==> config.mk <==
export PLATFORM = sky130hd
export DESIGN_NAME = mem_xbar
export DESIGN_NICKNAME = d
export VERILOG_FILES = /design/src/rtl/mem_xbar_pkg.sv /design/src/rtl/mem_xbar_rr_arbiter.sv /design/src/rtl/mem_xbar.sv
export SDC_FILE = /design/constraint.sdc
export NUM_CORES = 1
export LEC_CHECK = 0
export CORE_AREA = 8 8 403 405
export CTS_CLUSTER_DIAMETER = 60
export DETAILED_ROUTE_END_ITERATION = 12
export DIE_AREA = 0 0 411 413
export PLACE_DENSITY_LB_ADDON = 0.12
export SLEW_MARGIN = 20
export SYNTH_ARGS = -nofsm -noshare
export SYNTH_HDL_FRONTEND = slang
export SYNTH_SLANG_ARGS = --single-unit
==> constraint.sdc <==
create_clock -name clk -period 6.8 [get_ports clk]
set_input_delay 1.36 -clock clk [delete_from_list [all_inputs] [get_ports clk]]
set_output_delay 1.36 -clock clk [all_outputs]
set_load 0.02 [all_outputs]
==> src/rtl/mem_xbar_pkg.sv <==
// Shared types, default sizes and the address-region decode for the memory crossbar.
package xbar_pkg;

    typedef enum logic [1:0] {
        IDLE = 2'd0,
        WAIT = 2'd1,
        RESP = 2'd2
    } xbar_state_e;

    localparam int XBAR_NUM_M  = 3;
    localparam int XBAR_NUM_S  = 2;
    localparam int XBAR_ADDR_W = 32;
    localparam int XBAR_DATA_W = 128;

    // Operands are zero-extended to 64 bits so one function serves any ADDR_W up to 64.
    function automatic logic region_hit(input logic [63:0] addr,
                                        input logic [63:0] base,
                                        input logic [63:0] size);
        return (addr & ~(size - 64'd1)) == base;
    endfunction

endpackage

==> src/rtl/mem_xbar_rr_arbiter.sv <==
// Round-robin arbiter: searches upward from ptr, wrapping at NUM_M, and grants the first requester.
module rr_arbiter
    import xbar_pkg::*;
#(
    parameter int  NUM_M = XBAR_NUM_M,
    localparam int IDX_W = (NUM_M > 1) ? $clog2(NUM_M) : 1
) (
    input  logic [NUM_M-1:0] req,
    input  logic [IDX_W-1:0] ptr,
    output logic [NUM_M-1:0] gnt,
    output logic [IDX_W-1:0] gnt_idx,
    output logic             gnt_valid
);

    logic [IDX_W-1:0] cand;

    always_comb begin
        gnt       = '0;
        gnt_idx   = '0;
        gnt_valid = 1'b0;
        cand      = ptr;
        for (int k = 0; k < NUM_M; k++) begin
            if (!gnt_valid && req[cand]) begin
                gnt_valid = 1'b1;
                gnt[cand] = 1'b1;
                gnt_idx   = cand;
            end
            cand = (cand == IDX_W'(NUM_M - 1)) ? '0 : cand + 1'b1;
        end
    end

endmodule

==> src/rtl/mem_xbar.sv <==
// Single-outstanding cache-line crossbar: round-robin masters onto address-decoded slave regions.
//   state | meaning
//   IDLE  | arbitrate, decode and launch (miss goes straight to RESP)
//   WAIT  | s_req held to the selected slave, timeout counter running
//   RESP  | one-cycle m_ready/m_err/m_rdata pulse to the granted master
module mem_xbar
    import xbar_pkg::*;
#(
    parameter int                          NUM_M    = XBAR_NUM_M,
    parameter int                          NUM_S    = XBAR_NUM_S,
    parameter int                          ADDR_W   = XBAR_ADDR_W,
    parameter int                          DATA_W   = XBAR_DATA_W,
    parameter logic [NUM_S*ADDR_W-1:0]     SLV_BASE = {32'h1000_0000, 32'h0000_0000},
    parameter logic [NUM_S*ADDR_W-1:0]     SLV_SIZE = {32'h1000_0000, 32'h1000_0000},
    parameter int                          TIMEOUT  = 256
) (
    input  logic                      clk,
    input  logic                      rst,
    input  logic [NUM_M-1:0]          m_req,
    input  logic [NUM_M-1:0]          m_we,
    input  logic [NUM_M*ADDR_W-1:0]   m_addr,
    input  logic [NUM_M*DATA_W-1:0]   m_wdata,
    output logic [NUM_M-1:0]          m_ready,
    output logic [NUM_M-1:0]          m_err,
    output logic [DATA_W-1:0]         m_rdata,
    output logic [NUM_S-1:0]          s_req,
    output logic                      s_we,
    output logic [ADDR_W-1:0]         s_addr,
    output logic [DATA_W-1:0]         s_wdata,
    input  logic [NUM_S*DATA_W-1:0]   s_rdata,
    input  logic [NUM_S-1:0]          s_ready
);

    localparam int IDX_W = (NUM_M > 1) ? $clog2(NUM_M) : 1;
    localparam int CNT_W = $clog2(TIMEOUT) + 1;

    xbar_state_e       state_q,   state_d;
    logic [IDX_W-1:0]  rr_ptr_q,  rr_ptr_d;
    logic [CNT_W-1:0]  cnt_q,     cnt_d;
    logic [NUM_M-1:0]  mst_q,     mst_d;
    logic [NUM_M-1:0]  served_q,  served_d;
    logic [NUM_M-1:0]  m_ready_q, m_ready_d;
    logic [NUM_M-1:0]  m_err_q,   m_err_d;
    logic [DATA_W-1:0] m_rdata_q, m_rdata_d;
    logic [NUM_S-1:0]  s_req_q,   s_req_d;
    logic              s_we_q,    s_we_d;
    logic [ADDR_W-1:0] s_addr_q,  s_addr_d;
    logic [DATA_W-1:0] s_wdata_q, s_wdata_d;

    logic [NUM_M-1:0]  arb_req;
    logic [NUM_M-1:0]  gnt;
    logic [IDX_W-1:0]  gnt_idx;
    logic              gnt_valid;
    logic [ADDR_W-1:0] sel_addr;
    logic              sel_we;
    logic [DATA_W-1:0] sel_wdata;
    logic [NUM_S-1:0]  hit_oh;
    logic [ADDR_W-1:0] hit_base;
    logic [DATA_W-1:0] rd_sel;
    logic              ready_hit;

    // The master just served may still hold m_req for a cycle after RESP; keep it out of that arbitration.
    assign arb_req = (state_q == IDLE) ? (m_req & ~served_q) : '0;

    rr_arbiter #(.NUM_M(NUM_M)) u_arb (
        .req       (arb_req),
        .ptr       (rr_ptr_q),
        .gnt       (gnt),
        .gnt_idx   (gnt_idx),
        .gnt_valid (gnt_valid)
    );

    always_comb begin
        sel_addr  = '0;
        sel_we    = 1'b0;
        sel_wdata = '0;
        for (int i = 0; i < NUM_M; i++) begin
            if (gnt[i]) begin
                sel_addr  = m_addr[i*ADDR_W +: ADDR_W];
                sel_we    = m_we[i];
                sel_wdata = m_wdata[i*DATA_W +: DATA_W];
            end
        end
    end

    // Walk down so the lowest matching region is the one left standing.
    always_comb begin
        hit_oh   = '0;
        hit_base = '0;
        for (int j = NUM_S - 1; j >= 0; j--) begin
            if (region_hit(64'(sel_addr),
                           64'(SLV_BASE[j*ADDR_W +: ADDR_W]),
                           64'(SLV_SIZE[j*ADDR_W +: ADDR_W]))) begin
                hit_oh    = '0;
                hit_oh[j] = 1'b1;
                hit_base  = SLV_BASE[j*ADDR_W +: ADDR_W];
            end
        end
    end

    always_comb begin
        rd_sel = '0;
        for (int j = 0; j < NUM_S; j++) begin
            if (s_req_q[j]) rd_sel = s_rdata[j*DATA_W +: DATA_W];
        end
    end

    assign ready_hit = |(s_req_q & s_ready);

    always_comb begin
        state_d   = state_q;
        rr_ptr_d  = rr_ptr_q;
        cnt_d     = cnt_q;
        mst_d     = mst_q;
        served_d  = '0;
        m_ready_d = '0;
        m_err_d   = '0;
        m_rdata_d = '0;
        s_req_d   = s_req_q;
        s_we_d    = s_we_q;
        s_addr_d  = s_addr_q;
        s_wdata_d = s_wdata_q;
        case (state_q)
            IDLE: begin
                if (gnt_valid) begin
                    mst_d    = gnt;
                    rr_ptr_d = (gnt_idx == IDX_W'(NUM_M - 1)) ? '0 : gnt_idx + 1'b1;
                    cnt_d    = '0;
                    if (|hit_oh) begin
                        state_d   = WAIT;
                        s_req_d   = hit_oh;
                        s_we_d    = sel_we;
                        s_addr_d  = sel_addr - hit_base;
                        s_wdata_d = sel_wdata;
                    end else begin
                        state_d   = RESP;
                        m_ready_d = gnt;
                        m_err_d   = gnt;
                    end
                end
            end
            WAIT: begin
                if (ready_hit) begin
                    state_d   = RESP;
                    s_req_d   = '0;
                    m_ready_d = mst_q;
                    m_rdata_d = s_we_q ? '0 : rd_sel;
                end else if (cnt_q == CNT_W'(TIMEOUT - 1)) begin
                    state_d   = RESP;
                    s_req_d   = '0;
                    m_ready_d = mst_q;
                    m_err_d   = mst_q;
                end else begin
                    cnt_d = cnt_q + 1'b1;
                end
            end
            RESP: begin
                state_d  = IDLE;
                served_d = mst_q;
            end
            default: state_d = IDLE;
        endcase
    end

    always_ff @(posedge clk) begin
        if (rst) begin
            state_q   <= IDLE;
            rr_ptr_q  <= '0;
            cnt_q     <= '0;
            mst_q     <= '0;
            served_q  <= '0;
            m_ready_q <= '0;
            m_err_q   <= '0;
            m_rdata_q <= '0;
            s_req_q   <= '0;
            s_we_q    <= 1'b0;
            s_addr_q  <= '0;
            s_wdata_q <= '0;
        end else begin
            state_q   <= state_d;
            rr_ptr_q  <= rr_ptr_d;
            cnt_q     <= cnt_d;
            mst_q     <= mst_d;
            served_q  <= served_d;
            m_ready_q <= m_ready_d;
            m_err_q   <= m_err_d;
            m_rdata_q <= m_rdata_d;
            s_req_q   <= s_req_d;
            s_we_q    <= s_we_d;
            s_addr_q  <= s_addr_d;
            s_wdata_q <= s_wdata_d;
        end
    end

    assign m_ready = m_ready_q;
    assign m_err   = m_err_q;
    assign m_rdata = m_rdata_q;
    assign s_req   = s_req_q;
    assign s_we    = s_we_q;
    assign s_addr  = s_addr_q;
    assign s_wdata = s_wdata_q;

endmodule

; ---- After elaboration in Yosys (flattened, before gate mapping)
; Index checks and enable logic that the tools add are counted.
[op_classes]
n_eq_ne = 12
bitwise = 8
add_sub_neg = 5
n_mux = 61
n_lt_le_gt_ge = 6
n_reduce_logical = 19
[ops]
columns = op, n
row1 = 128-bit two-way mux, 5
row2 = 32-bit two-way mux, 4
row3 = 64-bit logical NOT, 1
row4 = 2-bit two-way mux, 16
row5 = 32-bit subtractor, 1
row6 = 29-bit two-way mux, 1
row7 = 3-bit two-way mux, 9
row8 = 9-bit two-way mux, 3
row9 = 9-bit one-hot mux with 2 select lines, 1
row10 = 1-bit two-way mux, 12
row11 = 3-bit one-hot mux with 2 select lines, 2
row12 = 9-bit by 1-bit adder with 9-bit output (second input constant), 1
row13 = 9-bit by 8-bit equality test with 1-bit output (second input constant), 1
row14 = 2-bit by 3-bit less-than comparator with 1-bit output (second input constant), 3
row15 = 2-bit equality test (second input constant), 4
row16 = 2-bit one-hot mux with 2 select lines, 2
row17 = 4-bit AND reduction, 2
row18 = 2-bit by 1-bit adder with 2-bit output (second input constant), 3
row19 = 1-bit binary-select mux with 2-bit select, 3
row20 = 1-bit demux with 2-bit select, 3
row21 = 2-bit by 1-bit >= comparator with 1-bit output (second input constant), 3
row22 = 2-bit inequality test (second input constant), 3
row23 = 3-bit bitwise OR, 2
row24 = 2-bit OR reduction, 3
row25 = other kinds (15), 23
[word_totals]
inputBits = 746
reg_bits = 316
output_inout_bits = 297
wordCells = 123

; ---- Depth between registers and ports, before layout
; Gate-level depths: netlist (run 1).
[logic_depth]
ltp_word = 22
mapped_depth = 10

; ---- Cells and area by module
; From an unflattened synthesis (run 1), not the netlist that was laid out.
[unflattened]
cells_unflattened = 1828
hier_area_um2 = 14012.2
[by_module_without_submodules]
columns = module, cells_per_inst, seq_area_each_um2, area_each_um2, n_inst
row1 = mem_xbar, 1814, 6326.1, 13924.6, 1
row2 = rr_arbiter, 14, 0.0, 87.6, 1

; ---- Least setup slack after synthesis (run 1)
; Ideal clock, no wire load.
[synth_timing]
path_type = in2reg
startpoint = in m_req[2]
endpoint = reg s_addr_q[10], in the netlist s_addr[10]
n_path_buf = 2
setup_time_ns = 0.125
path_stages = 8
arrival_ns = 2.958
setup_slack_ns = 3.716
path_cell_list = or4b_4 -> nor2_2 -> a32oi_1 -> a22o_4 -> nand2_1 -> buf_2 -> buf_2 -> o2bb2ai_2
[synth_between]
elab_chain_len = 19
word_cells_on_any_way = 31
classes_between = add/sub (1) / eq/ne (1) / mux (19) / bitwise (3) / reduce/logical (7)
[synth_lines]
columns = item, line
row1 = "start, declared", mem_xbar.sv:19  ; input logic [NUM_M-1:0] m_req,
row2 = 3-bit AND *, mem_xbar.sv:63  ; assign arb_req = (state_q == IDLE) ? (m_req & ~served_q) : '0;
row3 = 3-bit two-way mux *, mem_xbar.sv:63
row4 = branches (longest 17 deep; another with 32-bit two-way mux), n/a
row5 = "end signal, assigned", mem_xbar.sv:190  ; s_addr_q <= s_addr_d;
row6 = "end, declared", mem_xbar.sv:47  ; logic [ADDR_W-1:0] s_addr_q, s_addr_d;
; Mark *: on every way between the ends. The select of a mux whose other input is x is not followed.
; A chain may end at the register's enable or synchronous reset.

; ---- Final worst setup path (run 1)
[layout_timing]
startpoint = in m_req[1]
endpoint = reg s_addr_q[20], in the netlist s_addr[20]
; Same word-level chain as after synthesis.

==> reports/results.md, run 1 <==
### Status
- **outcome** finished clean

### Drt
- **antenna-violating nets left** 0
- **wire length per cell** 25.33 microns
- **via count** 14881
- **Final Routed Wirelength** 108200 microns
- **via/cell ratio** 3.483
- **number of DRC violations after detailed routing** 0
- **detailed-routing iteration count for the pre-antenna-repair pass** 9
- **violation count after the first detailed-route iteration** 1156

### Cells and area
- **share of final-layout standard cells stronger than drive strength 1** 0.1049
- **Filler Cell Count** 17226
- **highest-count cells in the layout ignoring fill and taps** 1042 x clkdlybuf4s50_1, 315 x dfxtp_1, 157 x a222oi_1
- **most common cell after layout, fill and taps aside** clkdlybuf4s50_1
- **final design utilization** 0.1768
- **number of nets in the layout** 2901
- **area overhead of the layout relative to synthesis** 116.2%
- **final instance area** 27530 sq um

### Global routing
- **number of antenna violations at the first check in global routing** 22
- **GR Layer Usage met1** 0.1171
- **via count of the first global-routing pass** 16353
- **largest net degree at the start of global routing** 129
- **GRT Resource Usage Total** 0.1183
- **Most Used Layer, Global Route** met2
- **met2 track demand over resource in global routing** 0.2204
- **GR Overflow Total** 0
- **met3 Track Usage GR** 0.05723
- **global-route wire length before repair** 142400 microns

### Clocking
- **level count of the clock H-tree** 2
- **clock tree root buffer cell** clkbuf_16
- **clock-pin slew on the worst setup and hold paths** 0.05 ns
- **TritonCTS clock tree** built
- **number of clock sinks** 316
- **hold-fix buffers at CTS** 0
- **count of cells resized by post-cts repair** 0
- **Post-CTS Setup Bufs** 0
- **Skew-Pair Late Insertion Delay** 0.64 ns
- **Max Buffers Root-to-Sink** 3
- **number of buffers created by CTS** 59

### Placement
- **placed wire-length estimate after detailed placement** 88750 microns
- **area after detailed placement** 25400 sq um
- **weighted congestion at the end of routability-driven global placement** 0.8304
- **count of buffers from port buffering** 1042

### Synth
- **most common flop cell mapped by yosys** dfxtp_1
- **Mean Syn Cell Area** 10.93 sq um
- **EDFF count, synth** 0
- **cell type with the highest aggregate area in the netlist** dfxtp_1
- **net count after synthesis** 1913
- **post-synthesis cell count** 1165
- **sequential element share of the synthesized area** 0.4968
- **area fraction of the dominant cell type after synthesis** 0.4968
- **register bit total from synthesis** 316
- **leading cell types by total area after synthesis** dfxtp_1 50%, a222oi_1 12%, o2bb2ai_2 11%
- **post-synthesis cell type count** 45
- **netlist area before placement** 12730 sq um
- **Yosys Warn Count** 0
- **async set-or-reset flop fraction in the synthesized netlist** 0

### Worst setup path
- **crit path DAT** 4.56 ns
- **startpoint class of the critical path** input port
- **Max Fanout on Critical Path** 56
- **CP Capture Type** register
- **worst setup path class** input port to register
- **Worst EP required** 7.31 ns

### Timing
- **final-report hold violation count** 0
- **min cycle time layout** 4.055 ns
- **hold slack** 0.4611 ns
- **accumulated negative setup slack** 0 ns
- **final setup skew** 0.01901 ns
- **highest attainable clock frequency** 246.6 MHz
- **fin crit share** 0.5963
- **count of final max-slew check failures** 0
- **total setup violations reported at the end of the flow** 0
- **Worst-Margin Slew** 0.9047 ns
- **relative slew slack** 0.3968
- **setup repair after global routing missed its margin** false

### Power and ir drop
- **total internal power** 5.986 mW
- **fraction of power spent switching nets** 0.4081
- **Flop pwr share** 0.251
- **Comb pwr share** 0.438
- **worst voltage drop across the vdd grid** 180.9 uV
- **Net Switching** 4.127 mW
- **part of the power in the clock network** 0.311
- **ratio of total power to cell area** 367.4 nW/um^2
- **leak pwr** 8.847 nW

### Floorplan
- **Starting Density** 0.08180
- **Die ar.** 169700 sq um
- **num rows** 145
- **core region area** 155700 sq um
- **Boundary Pins** 1043
- **DIE HEIGHT** 413 microns
- **overall die width** 411 microns

### Job
- **number of maximum-capacitance violations** 0

### Worst hold path
- **Hold Path Class** register to register

==> path summary, 6_finish.rpt <==
kind,from,end,slack [ns],depth (start not counted)
worst max-delay path,m_req[1],s_addr[20],2.75,8
worst min-delay path,s_wdata[0],s_wdata[0],0.46,1
worst max register to register,state_q[0],s_addr[20],3.47,7
worst min register to register,s_wdata[0],s_wdata[0],0.46,1
==> worst max-delay path, cell delays in order <==
cell             delay, ns
clkdlybuf4s50_1       0.57
nor2b_1               0.39
o21ai_0               0.24
and2_4                0.38
a22o_4                0.33
nand2_4               0.54
buf_12                0.42
o2bb2ai_2             0.10
==> synthesized netlist by cell type, types with 2 or more instances <==
cell type,number
nor3_1,4
buf_1,5
and3_1,3
ha_1,2
inv_1,2
buf_6,9
and2_1,10
nand4_1,5
buf_2,24
o2bb2ai_2,90
xnor2_1,2
o2bb2ai_1,68
a22oi_1,128
nor3b_1,3
nand2b_1,5
or3_1,4
a21oi_1,20
a222oi_1,157
and3b_1,2
nor2_1,147
nor2b_1,6
nand3_1,4
dfxtp_1,316
or4b_2,2
o21ai_0,5
xor2_1,4
clkbuf_1,98
nand2_1,23
==> per-layer routing <==
| metal | vias up | part of all wire |
|---|---|---|
| li1 | 6753 | - |
| met3 | 132 | 0.11 |
| met2 | 832 | 0.52 |
| met4 | 16 | 0.024 |
| met5 | - | 0.00098 |
| met1 | 7148 | 0.34 |
==> state kept, by name, indices dropped and copies added, names as in the netlist <==
register  count
rr_ptr_q      2
s_we          1
s_wdata     128
s_req         2
m_err         3
cnt_q         9
served_q      3
m_rdata     128
mst_q         3
s_addr       32
m_ready       3
state_q       2
==> stage by stage <==
step	power, mW	worst slack, ns	cells
4_1_cts	10.45	2.848	4261
3_5_place_dp	7.167	2.124	4150
5_1_grt	10.69	2.696	4266
6_report	10.11	2.745	4272
3_3_place_gp	7.147	2.116	4150
2_1_floorplan	4.746	3.716	1165
==> layout make-up <==
| type | instances | area (sq um) | share of cell area |
|---|---|---|---|
| Tap cell | 2058 | 2575 | 0.09355 |
| Inverter | 2 | 7.507 | 0.0002727 |
| Clock buffer | 76 | 1673 | 0.06078 |
| Multi-Input combinational cell | 710 | 5813 | 0.2112 |
| Timing Repair Buffer | 1064 | 10670 | 0.3877 |
| Sequential cell | 316 | 6330 | 0.2300 |
| Clock inverter | 35 | 429.2 | 0.01559 |
| Antenna cell | 11 | 27.53 | 0.001000 |
==> cell families (layout without fill, tap and decap cells) <==
| group | Yosys count | after routing | share of synthesized area |
|---|---|---|---|
| compound gates | 479 | 479 | 0.3702 |
| xor+xnor | 6 | 6 | 0.004127 |
| fa+ha+maj | 2 | 2 | 0.001965 |
| buf+inv | 139 | 1177 | 0.04943 |
| flops | 316 | 316 | 0.4968 |
| other cells | 0 | 11 | 0 |
| simple gates | 223 | 223 | 0.07753 |
==> power by group through the flow <==
| stage | clock, mW | combinational, mW | sequential (mW) |
|---|---|---|---|
| finish | 3.14 | 4.43 | 2.54 |
| floorplan | 0 | 1.83 | 2.91 |
| global route | 3.37 | 4.73 | 2.59 |
| global placement | 0 | 4.56 | 2.59 |
| CTS | 3.30 | 4.60 | 2.55 |
| detailed placement | 0 | 4.59 | 2.58 |
Power figures use the tool's default switching activity.
==> run 2: changes to the inputs <==
--- a/config.mk
+++ b/config.mk
@@ -5,10 +5,10 @@
 export SDC_FILE = /design/constraint.sdc
 export NUM_CORES = 1
 export LEC_CHECK = 0
-export CORE_AREA = 8 8 403 405
+export CORE_AREA = 8 8 404 406
 export CTS_CLUSTER_DIAMETER = 60
 export DETAILED_ROUTE_END_ITERATION = 12
-export DIE_AREA = 0 0 411 413
+export DIE_AREA = 0 0 412 414
 export PLACE_DENSITY_LB_ADDON = 0.12
 export SLEW_MARGIN = 20
 export SYNTH_ARGS = -nofsm -noshare
==> constraint.sdc (replaced) <==
create_clock -name clk -period 3.3 [get_ports clk]
set_input_delay 0.66 -clock clk [delete_from_list [all_inputs] [get_ports clk]]
set_output_delay 0.66 -clock clk [all_outputs]
set_load 0.02 [all_outputs]
==> run 2 against run 1 <==
Sequential share of layout area down 0.91 points. Total power up 120%. Final cell count up 2.9%. Hold slack worse by 0.00090 ns. Register-to-register slack worse by 2.8 ns. Cell area up 4.1%. Clock power up 120%. Clock skew up 0.039 ns. Highest routed layer unchanged. Setup slack worse by 2.2 ns. Sequential power up 100%. Via count up 4.6%. Wire length up 3.7%.
==> reports/results.md, run 2 (synthesis gave the netlist of run 1 again) <==
### Timing
- **post-layout worst setup margin** 0.5165 ns, -2.229 ns
- **min cycle time layout** 2.784 ns
- **highest attainable clock frequency** 359.3 MHz
- **accumulated negative setup slack** 0 ns, unchanged
- **total setup violations reported at the end of the flow** 0, unchanged
- **setup repair after global routing missed its margin** false
- **Worst-Margin Slew** 0.9573 ns, +0.05255 ns
- **fin crit share** 0.8435
- **final-report hold violation count** 0, unchanged
- **count of final max-slew check failures** 0, unchanged
- **relative slew slack** 0.3569, -0.03994
- **final setup skew** 0.05759 ns, +0.03858 ns

### Clocking
- **Post-CTS Setup Bufs** 0, unchanged
- **count of cells resized by post-cts repair** 0, unchanged
- **level count of the clock H-tree** 2, unchanged
- **hold-fix buffers at CTS** 0, unchanged
- **clock tree root buffer cell** clkbuf_16
- **Max Buffers Root-to-Sink** 3, unchanged
- **number of buffers created by CTS** 59, unchanged
- **TritonCTS clock tree** built
- **number of clock sinks** 316, unchanged
- **clock-pin slew on the worst setup and hold paths** 0.05 ns, about the same
- **Skew-Pair Late Insertion Delay** 0.67 ns, +0.03 ns

### Cells and area
- **final design utilization** 0.1824, +0.005572
- **share of final-layout standard cells stronger than drive strength 1** 0.1493, +0.04441
- **highest-count cells in the layout ignoring fill and taps** 1042 x clkdlybuf4s50_1, 315 x dfxtp_1, 157 x a222oi_1
- **count of placed standard cells in the final layout, fillers left out** 4397, +2.9%
- **area overhead of the layout relative to synthesis** 125.0%
- **most common cell after layout, fill and taps aside** clkdlybuf4s50_1
- **number of nets in the layout** 3016, +4.0%

### Floorplan
- **overall die width** 412 microns, +0.24%
- **num rows** 146, +0.69%
- **Starting Density** 0.08105, -0.0007492
- **Die ar.** 170600 sq um, +0.49%
- **DIE HEIGHT** 414 microns, +0.24%
- **Boundary Pins** 1043, unchanged
- **core region area** 157100 sq um, +0.92%

### Global routing
- **global-route wire length before repair** 147900 microns, +3.9%
- **number of antenna violations at the first check in global routing** 30, +36%
- **via count of the first global-routing pass** 17161, +4.9%
- **largest net degree at the start of global routing** 105, -19%
- **GR Overflow Total** 0, unchanged
- **GRT Resource Usage Total** 0.1225, +0.004258

### Power and ir drop
- **Flop pwr share** 0.233, -0.018
- **part of the power in the clock network** 0.307, -0.004
- **Comb pwr share** 0.460, +0.022
- **leak pwr** 9.482 nW, +7.2%
- **Net Switching** 8.868 mW, +110%
- **ratio of total power to cell area** 780.4 nW/um^2, +110%
- **Design Power** 22.36 mW, +120%
- **worst voltage drop across the vdd grid** 380.9 uV, +110%
- **total internal power** 13.49 mW, +130%
- **fraction of power spent switching nets** 0.3966, -0.01148

### Drt
- **Final Routed Wirelength** 112200 microns, +3.7%
- **via/cell ratio** 3.541, +1.7%
- **wire length per cell** 25.52 microns, +0.74%
- **via count** 15571, +4.6%
- **antenna-violating nets left** 0, unchanged
- **violation count after the first detailed-route iteration** 1129, -2.3%
- **number of DRC violations after detailed routing** 0, unchanged
- **detailed-routing iteration count for the pre-antenna-repair pass** 9, unchanged

### Worst setup path
- **CP Capture Type** output port
- **register-to-register path setup slack** 0.65 ns, -2.82 ns
- **crit path DAT** 2.12 ns, -2.44 ns
- **highest cell delay on the worst timing path** 0.70 ns, +0.13 ns
- **number of buffers and inverters on the critical path** 2, unchanged
- **Worst EP required** 2.64 ns, -4.67 ns
- **cells along the critical path** buf_12 -> clkdlybuf4s50_1
- **worst setup path class** register to output port
- **critical path's top delay family** buffers and inverters
- **startpoint class of the critical path** register
- **slowest stage cell, crit path** clkdlybuf4s50_1
- **Max Fanout on Critical Path** 104, +86%

### Placement
- **weighted congestion at the end of routability-driven global placement** 0.8361, +0.69%
- **placed wire-length estimate after detailed placement** 94060 microns, +6.0%
- **count of buffers from port buffering** 1042, unchanged
- **placed cell count** 4279, +3.1%
- **worst slack at placement** 0.009591 ns, -2.115 ns

### Status
- **outcome** finished clean

### Job
- **number of maximum-capacitance violations** 0, unchanged

### Worst hold path
- **Hold Path Class** register to register

run 2: changes by cell type in the layout (fill, tap and decap cells not counted), moves of 3 or more:
cell,previous run,this run
buf_4,16,120
clkinvlp_4,3,8
diode_2,11,7
buf_12,6,17
clkbuf_8,9,6
inv_8,4,0
bufinv_16,6,13
run 2: area by class of cell:
class | instances | area (sq um)
antenna | 7 | 17.52
clock buffer | 71 | 1582
clock inverter | 40 | 641.9
fill | 17430 | 128400
inverter | 2 | 7.507
multi-input combinational | 710 | 5813
sequential | 316 | 6330
tap | 2072 | 2592
timing repair buffer | 1179 | 11670
run 2: power by group through the flow:
stage                     sequential [mW]  combinational [mW]  clock [mW]
after floorplan                      6.00                3.78           0
final                                5.20                10.3        6.86
after global placement               5.32                10.6           0
after CTS                            5.24                10.7        7.18
after detailed placement             5.30                10.7           0
after global routing                 5.31                11.0        7.29
run 2: routing by layer:
metal / track usage / wire (microns) / vias up
li1: - / - / 6961
met1: 0.1206 / 38830 / 7625
met2: 0.2338 / 58690 / 831
met3: 0.05611 / 12310 / 132
met4: 0.02504 / 2217 / 22
met5: 0 / 150 / -
run 2: worst register-to-register path, stage by stage, from the launching register on:
cell and delay (ns):
dfxtp_1 0.31, buf_4 0.17, nor4b_1 0.30, buf_4 0.18
and3_4 0.20, buf_12 0.21, nand2_1 0.40, a21oi_1 0.56
a32o_1 0.26
run 2: through the flow:
step | instance area, sq um | hold WS (ns)
finish | 28660 | 0.4602
floorplan | 12730 | 0.4559
detailed placement | 26410 | 0.4507
CTS | 28640 | 0.4664
global route | 28640 | 0.4762
global placement | 26410 | 0.4473
run 2: worst paths after layout:
path                    from         end  depth (start not counted)
setup / recovery    s_req[1]    s_req[1]                          2
hold / removal    s_addr[31]  s_addr[31]                          1
setup reg to reg  state_q[1]    s_req[1]                          8
hold reg to reg   s_addr[31]  s_addr[31]                          1
